[src/rtl/bfusion_pkg.sv]
// rtl/bfusion_pkg.sv - shared types and arithmetic helpers for the BitFusion MAC
package bfusion_pkg;

    typedef enum logic [1:0] {
        MODE_FULL  = 2'b00,
        MODE_HALF  = 2'b01,
        MODE_QUART = 2'b11
    } mode_e;

    function automatic int acc_w(input int a_w, input int w_w, input int headroom);
        return a_w + w_w + headroom;
    endfunction

    // Operands are sign-extended to 64 bits; the result is clamped to a signed width-bit range.
    function automatic logic signed [63:0] sat_add(input logic signed [63:0] a,
                                                    input logic signed [63:0] b,
                                                    input int width);
        logic signed [64:0] s;
        logic signed [64:0] mx;
        logic signed [64:0] mn;
        logic signed [64:0] r;
        s  = {a[63], a} + {b[63], b};
        mx = (65'sd1 <<< (width - 1)) - 65'sd1;
        mn = -(65'sd1 <<< (width - 1));
        if (s > mx)      r = mx;
        else if (s < mn) r = mn;
        else             r = s;
        return r[63:0];
    endfunction

endpackage

[src/rtl/bfusion_fused_mult.sv]
// rtl/bfusion_fused_mult.sv - combinational fused multiplier: unsigned slices times signed sub-weights
module bfusion_fused_mult
    import bfusion_pkg::*;
#(
    parameter int A_W = 8,
    parameter int W_W = 8,
    localparam int PW = A_W + W_W + 2
) (
    input  logic [4*A_W-1:0]     a_i,
    input  logic [W_W-1:0]       w_i,
    input  logic [1:0]           mode_i,
    output logic signed [PW-1:0] p_o
);

    localparam int H = W_W / 2;
    localparam int Q = W_W / 4;

    logic signed [PW-1:0] act [4];
    logic signed [PW-1:0] wq  [4];
    logic signed [PW-1:0] wh  [2];
    logic signed [PW-1:0] wf;

    always_comb begin
        p_o = '0;
        for (int i = 0; i < 4; i++) begin
            act[i] = PW'({1'b0, a_i[i*A_W +: A_W]});
            wq[i]  = PW'($signed(w_i[i*Q +: Q]));
        end
        wh[0] = PW'($signed(w_i[H-1:0]));
        wh[1] = PW'($signed(w_i[W_W-1:H]));
        wf    = PW'($signed(w_i));
        // The reserved encoding falls through to full precision.
        case (mode_i)
            MODE_HALF:  p_o = act[0] * wh[0] + act[1] * wh[1];
            MODE_QUART: begin
                for (int i = 0; i < 4; i++) begin
                    p_o = p_o + act[i] * wq[i];
                end
            end
            default:    p_o = act[0] * wf;
        endcase
    end

endmodule

[src/rtl/mac_bfusion1d_stream.sv]
// rtl/mac_bfusion1d_stream.sv - streaming 1D BitFusion MAC with grouped accumulation and held output
module mac_bfusion1d_stream
    import bfusion_pkg::*;
#(
    parameter int A_W      = 8,
    parameter int W_W      = 8,
    parameter int HEADROOM = 4,
    parameter int LEN_W    = 8,
    parameter int SATURATE = 0,
    localparam int ACC_W   = acc_w(A_W, W_W, HEADROOM)
) (
    input  logic                    clk,
    input  logic                    rst,
    input  logic                    in_valid,
    output logic                    in_ready,
    input  logic [4*A_W-1:0]        a,
    input  logic [W_W-1:0]          w,
    input  logic [1:0]              mode,
    input  logic [LEN_W-1:0]        acc_len,
    output logic                    z_valid,
    input  logic                    z_ready,
    output logic signed [ACC_W-1:0] z
);

    localparam int PW = A_W + W_W + 2;

    logic [LEN_W-1:0]        cnt_q, cnt_d, len_q, len_d;
    logic [1:0]              mode_q, mode_d;
    logic signed [PW-1:0]    p_q, p_d;
    logic                    p_valid_q, p_valid_d, p_last_q, p_last_d;
    logic signed [ACC_W-1:0] acc_q, acc_d, z_q, z_d;
    logic                    z_valid_q, z_valid_d;

    logic                    stall, accept, beat_last;
    logic [1:0]              beat_mode;
    logic [LEN_W-1:0]        beat_len;
    logic signed [PW-1:0]    prod;
    logic signed [63:0]      acc_x, p_x, sum_x;
    logic signed [ACC_W-1:0] sum;

    bfusion_fused_mult #(.A_W(A_W), .W_W(W_W)) u_mult (
        .a_i    (a),
        .w_i    (w),
        .mode_i (beat_mode),
        .p_o    (prod)
    );

    always_comb begin
        stall     = p_valid_q & p_last_q & z_valid_q & ~z_ready;
        accept    = in_valid & ~stall;
        // Group parameters come straight from the inputs only on the first beat.
        beat_mode = (cnt_q == '0) ? mode : mode_q;
        beat_len  = (cnt_q == '0) ? ((acc_len == '0) ? LEN_W'(1) : acc_len) : len_q;
        beat_last = (cnt_q == beat_len - LEN_W'(1));

        acc_x = 64'(acc_q);
        p_x   = 64'(p_q);
        if (SATURATE != 0) sum_x = sat_add(acc_x, p_x, ACC_W);
        else               sum_x = acc_x + p_x;
        sum = sum_x[ACC_W-1:0];

        cnt_d     = cnt_q;
        len_d     = len_q;
        mode_d    = mode_q;
        p_d       = p_q;
        p_valid_d = p_valid_q;
        p_last_d  = p_last_q;
        acc_d     = acc_q;
        z_d       = z_q;
        z_valid_d = z_valid_q;

        if (accept) begin
            cnt_d = beat_last ? '0 : cnt_q + LEN_W'(1);
            if (cnt_q == '0) begin
                mode_d = mode;
                len_d  = beat_len;
            end
        end
        if (!stall) begin
            p_valid_d = accept;
            p_last_d  = beat_last;
            p_d       = prod;
        end
        if (z_valid_q && z_ready) z_valid_d = 1'b0;
        if (p_valid_q && !stall) begin
            if (p_last_q) begin
                z_d       = sum;
                z_valid_d = 1'b1;
                acc_d     = '0;
            end else begin
                acc_d = sum;
            end
        end
    end

    always_ff @(posedge clk) begin
        if (rst) begin
            cnt_q     <= '0;
            len_q     <= '0;
            mode_q    <= MODE_FULL;
            p_q       <= '0;
            p_valid_q <= 1'b0;
            p_last_q  <= 1'b0;
            acc_q     <= '0;
            z_q       <= '0;
            z_valid_q <= 1'b0;
        end else begin
            cnt_q     <= cnt_d;
            len_q     <= len_d;
            mode_q    <= mode_d;
            p_q       <= p_d;
            p_valid_q <= p_valid_d;
            p_last_q  <= p_last_d;
            acc_q     <= acc_d;
            z_q       <= z_d;
            z_valid_q <= z_valid_d;
        end
    end

    assign in_ready = ~stall;
    assign z_valid  = z_valid_q;
    assign z        = z_q;

endmodule

[config.mk]
export PLATFORM = sky130hd
export DESIGN_NAME = mac_bfusion1d_stream
export DESIGN_NICKNAME = d
export VERILOG_FILES = /design/src/rtl/bfusion_pkg.sv /design/src/rtl/bfusion_fused_mult.sv /design/src/rtl/mac_bfusion1d_stream.sv
export SDC_FILE = /design/constraint.sdc
export NUM_CORES = 1
export LEC_CHECK = 0
export BUFFER_PORTS_ARGS = -buffer_cell sky130_fd_sc_hd__buf_4
export CORE_MARGIN = 4
export CORE_UTILIZATION = 45
export CTS_BUF_LIST = sky130_fd_sc_hd__clkbuf_16
export CTS_CLUSTER_SIZE = 10
export DETAILED_ROUTE_END_ITERATION = 10
export GPL_ROUTABILITY_DRIVEN = 0
export PLACE_DENSITY = 0.65
export SLEW_MARGIN = 30
export SYNTH_ARGS = -nofsm -noshare
export SYNTH_HDL_FRONTEND = slang
export SYNTH_SLANG_ARGS = --single-unit
[constraint.sdc]
create_clock -name clk -period 11 [get_ports clk]
set_clock_uncertainty 0.1 [all_clocks]
set_input_delay 2.2 -clock clk [delete_from_list [all_inputs] [get_ports clk]]
set_output_delay 2.2 -clock clk [all_outputs]
set_load 0.005 [all_outputs]
# Word-level counts from Yosys, hierarchy flattened
# Cells that the tools add are included.
dict set report word_totals {
  n_memories 0
  mem_bits_ro 0
  mem_bits_rw 0
  register_bits 79
  input_bits 54
  out_inout_bits 22
  wordCells 48
  latch_bits 0
}
dict set report classes {
  reduce_logical 7
  mul 7
  mux 9
  n_div 0
  shifts 0
  add_sub_neg 7
  bitwise 6
  order_cmp 0
  eq_ne 3
}
# cell count
set ops {}
lappend ops {{$add A18 B18 Y18} 4}
lappend ops {{$mul A9 B2 Y11} 4}
lappend ops {{$pmux W18 S2} 1}
lappend ops {{$mul A9 B4 Y13} 2}
lappend ops {{$mux W8} 3}
lappend ops {{$add A20 B18 Y20} 1}
lappend ops {{$mux W20} 1}
lappend ops {{$mul A9 B8 Y17} 1}
lappend ops {{$logic_not A8 Y1} 2}
lappend ops {{$add A8 B1 Y8 const B} 1}
lappend ops {{$eq A8 B8 Y1} 1}
lappend ops {{$sub A8 B1 Y8 const B} 1}
lappend ops {{$and A1 B1 Y1} 4}
lappend ops {{$reduce_and A2 Y1} 2}
lappend ops {{$mux W1} 3}
lappend ops {{$eq A2 B1 Y1 const B} 1}
lappend ops {{$eq A2 B2 Y1 const B} 1}
lappend ops {{$logic_and A1 B1 Y1} 2}
lappend ops {{$mux W2} 1}
lappend ops {{$not A1 Y1} 2}
lappend ops {{$logic_not A1 Y1} 1}

# Logic depth before layout (Yosys ltp)
dict set report depth {
  depth_word 6
  ltp_mapped 26
  depth_no_buf 25
}

# Cells and area by module
# From an unflattened synthesis, not the netlist that was laid out.
dict set report hier_totals {
  hier_cells 1403
  hier_area_um2 11496.0
}
# module area_each_um2 instances seq_area_each_um2 cells_each
set by_module_without_submodules {}
lappend by_module_without_submodules {bfusion_fused_mult 7264.5 1 0.0 880}
lappend by_module_without_submodules {mac_bfusion1d_stream 4231.6 1 1581.5 523}

# Worst setup path before layout
# Ideal clock, no wire load.
dict set report synth_path {
  path_type {input to register}
  startpoint {input port w[5]}
  endpoint {register p_q[13]}
  path_stages 24
  setup_slack_ps 3529
  arrival_time_ps 7298
  n_path_buf 1
  setup_time_ps 73
  required_ps 10827
  cell_sequence {clkbuf_1 -> clkinv_1 -> fa_1 -> inv_1 -> ha_1 -> inv_1 -> fa_1 -> inv_1 -> a21o_1 -> a21oi_1 -> xnor2_1 -> fa_1 -> inv_1 -> fa_1 -> inv_1 -> ha_1 -> and3_1 -> a2111oi_0 -> a21oi_1 -> a31oi_1 -> nor2b_1 -> o311ai_4 -> a21oi_2 -> nor3_2}
}
dict set report synth_between {
  elab_chain_len 4
  word_cells_on_any_way 7
  cone_classes {add/sub: 3; mul: 3; mux: 1}
}
# item line_no
set synth_lines {}
lappend synth_lines {{from (decl)} mac_bfusion1d_stream.sv:17} ;# input logic [W_W-1:0] w,
lappend synth_lines {{$mul A9 B2 Y11} bfusion_fused_mult.sv:37} ;# p_o = p_o + act[i] * wq[i];
lappend synth_lines {{$add A18 B18 Y18 (2 in a row)} bfusion_fused_mult.sv:37}
lappend synth_lines {{$pmux W18 S2 *} bfusion_fused_mult.sv:33} ;# case (mode_i)
lappend synth_lines {{to (signal assigned)} mac_bfusion1d_stream.sv:111} ;# p_q <= p_d;
lappend synth_lines {{to (decl)} mac_bfusion1d_stream.sv:29} ;# logic signed [PW-1:0] p_q, p_d;
# Every way passes the cells marked *; elsewhere a longest branch is shown, timed or not.
# A chain may end at the register's enable or synchronous reset.

# Worst setup path in the final report
dict set report layout_path {
  startpoint {input port w[7]}
  endpoint {register p_q[13]}
}
dict set report layout_between {
  elab_chain_len 3
  word_cells_on_any_way 6
  cone_classes {add/sub: 2; mul: 3; mux: 1}
}
# item line_no
set layout_lines {}
lappend layout_lines {{$mul A9 B2 Y11 / $mul A9 B4 Y13 (equally long branches)} {bfusion_fused_mult.sv:37, bfusion_fused_mult.sv:34}}
lappend layout_lines {{$add A18 B18 Y18, on equally long branches} {bfusion_fused_mult.sv:37, bfusion_fused_mult.sv:34}}
lappend layout_lines {{$pmux W18 S2 *} bfusion_fused_mult.sv:33}
# Marks and branches as above.

==> results.py <==
metrics = {
    "outcome": {
        "outcome": "finished clean",
    },
    "sta": {
        "tns_ns": 0,
        "slew_violations": 0,
        "setup_violations": 0,
        "fin_crit_ns": 7.89,
        "whs_ns": 0.355,
        "hold_violations": 0,
        "relSlewSlack": 0.396,
        "rsz0062_at_grt": "false",
        "worst_pin_slew_ns": 0.906,
        "timing.fmax_mhz": 127,
        "post-route-period-util": 0.717,
    },
    "cts": {
        "cts-root-buf": "clkbuf_16",
        "cts.sinks": 79,
        "cts_resized": 0,
        "numCtsBuffers": 9,
        "clkTransAtPathRegs_ns": 0.07,
        "cts_tree": "built",
        "postCtsSetupRepairBufs": 0,
        "clk_latency_ns": 0.34,
        "cts_hold_buf": 0,
        "cts.path.max_buffers": 2,
        "htreeDepth": 3,
    },
    "floorplanning": {
        "die_width_um": 169,
        "fp-row-count": 58,
        "initial_utilization": 0.460,
        "core-area_mm2": 0.0254,
        "pin_count": 76,
        "floorplan.die_area_mm2": 0.0286,
        "fp.dieH_um": 169,
    },
    "cells_and_area": {
        "layout_commonest_cell": "ha_1",
        "final_cells": 1772,
        "diodes": 0,
        "layout_common_cells": "ha_1 (192), inv_1 (144), nor2_1 (128)",
        "area_delta_synth_final_pct": 9.58,
        "seq_area_mm2": 0.00158,
        "layout.nets": 1779,
        "fill_cells": 2482,
        "drive_gt1_frac": 0.0804,
        "multi_input_area_mm2": 0.00937,
    },
    "detailed_routing": {
        "post_drt_wl_per_cell_um": 16.1,
        "viasPerCell": 5.46,
        "drt_iter0_markers": 540,
        "num_vias": 9675,
        "drtAntennaViolNets": 0,
        "drc": 0,
        "routed_wl_mm": 28.6,
        "dr.pass1.iters": 5,
    },
    "min_path": {
        "hold_end": "z[6]",
        "hold_depth": 2,
        "holdCritStartpoint": "z[6]",
        "hold_class": "reg -> reg",
    },
    "global_route": {
        "globalRouteMet1Util": 0.293,
        "grt-ovfl-total": 0,
        "busiest_layer": "met2",
        "grt_pass1_vias": 9452,
        "met3_usage": 0.0184,
        "grt_max_degree": 94,
        "track_usage": 0.202,
        "antenna_found_initial": 0,
        "grt_pass1_wl_mm": 47.5,
        "grtUsageMet2": 0.329,
    },
    "worst_setup_path": {
        "reg2reg_setup_slack_ns": 7.62,
        "path_buf_inv": 4,
        "critPathMaxFanout": 17,
        "crit_family": "adder cells",
        "endpoint_kind": "flop",
        "reg2reg_depth": 11,
        "cp.required_ns": 11.16,
        "timing_worst_setup_path_type": "in -> reg",
        "critPathSlowestCell": "a2111oi_0",
        "path_cells": "buf_4, inv_1, nor2_1, ha_1, ha_1, fa_1, a21oi_1, nor2_1, nor2_1, xnor2_1, fa_1, inv_1, fa_1, inv_1, ha_1, and3_1, a2111oi_0, a21oi_1, a31oi_1, nor2b_1, o311ai_4, a21oi_2, nor3_2",
        "r2r_start": "cnt_q[0]",
        "rr_endpoint": "cnt_q[3]",
        "critPathArrivalTime_ns": 8.06,
        "cp_slowest_stage_delay_ns": 0.75,
        "worst_setup_path_start_kind": "primary input",
    },
    "yosys": {
        "synth_flop_cell": "dfxtp_1",
        "yosysSeqAreaShare": 0.135,
        "synth_area_mm2": 0.0117,
        "ys_ff_latch": 79,
        "async_reset_ff_frac": 0,
        "synth-edff-count": 0,
        "synth_cells": 1396,
        "yosysWarnings": 0,
        "syn_nets": 1738,
        "syn_area_per_cell_um2": 8.38,
        "synth_cell_type_count": 71,
    },
    "place": {
        "dp.cells": 1756,
        "portBuffers": 75,
        "dpl.hpwl_mm": 23.5,
    },
    "flow_run": {
        "maxCapViolCount": 0,
    },
    "pwr": {
        "p_leak_nw": 6.32,
        "vdd.ir_drop.worst_uv": 121,
        "powerDensity_mw_per_mm2": 167,
    },
}
[routing by layer]
metal,vias up,wire length (um)
met1,4610,13900
li1,4822,-
met2,208,13000
met4,0,588
met5,-,0
met3,35,1130
[worst min-delay path, cell delays in order (launching register included)]
cell	delay, ns
dfxtp_1	0.31
nand2_1	0.05
a21oi_1	0.05
[synth_stat cells, types with 21 or more instances]
master    number  share of area
nand2b_1      22          0.012
o21ai_0       33          0.014
xor2_1        24          0.018
clkbuf_1      37          0.012
nor2_1       128          0.041
ha_1         192           0.21
fa_1          96           0.16
nand2_1      119          0.038
nor3_1        32          0.014
dfxtp_1       79           0.14
inv_1        144          0.046
a21oi_1       89          0.038
and2_1        75          0.040
a21o_1        25          0.016
xnor2_1       76          0.057
a211oi_1      21          0.013
[cells by family (layout without fill, tap and decap cells)]
logic type	count (synthesis)	count (layout)	synth area share
AOI/OAI and AO/OA	270	270	0.153
xor gates and xnor gates	101	101	0.0763
adders and majority gates	288	288	0.370
buffers and inverters	196	242	0.0638
DFF	79	79	0.135
muxes	11	11	0.00942
and+or+nand+nor	451	451	0.193
[per-stage QoR]
step	utilization	instance area [um2]	total power [mW]	setup WS, ns
floorplan	-	11700	1.46	3.53
detailed placement	0.493	12500	1.82	2.78
global placement	0.493	12500	1.80	2.89
CTS	0.504	12800	2.14	3.12
global route	0.504	12800	2.34	2.64
finish	0.504	12800	2.13	3.11
[sequential cells by signal, summed over array words and instances, names as in the netlist]
name and flops:
p_last_q 1, z 20, acc_q 20, cnt_q 8
len_q 8, mode_q 2, p_valid_q 1, p_q 18
z_valid 1
[layout make-up]
cell class / instances / area share
timing repair buffer: 79 / 0.0463
clock inverter: 7 / 0.00615
tap: 330 / 0.0322
multi-input combinational: 1121 / 0.731
inverter: 147 / 0.0431
clock buffer: 9 / 0.0176
sequential: 79 / 0.123
[worst max-delay path by stage]
stage                     from  endpoint  slack [ns]  depth (start not counted)
after floorplan           w[5]   p_q[13]        3.53                         24
after global placement    w[7]   p_q[13]        2.89                         23
after detailed placement  w[7]   p_q[17]        2.78                         23
after CTS                 w[7]   p_q[17]        3.12                         23
after global routing      w[7]   p_q[13]        2.64                         23
final                     w[7]   p_q[13]        3.11                         23
[report_power, final]
part,internal [mW],total [mW],switching (mW)
combinational,0.634,1.48,0.847
sequential,0.320,0.349,0.0288
clock,0.178,0.304,0.126
No activity file was read; power rests on OpenSTA's default activity.
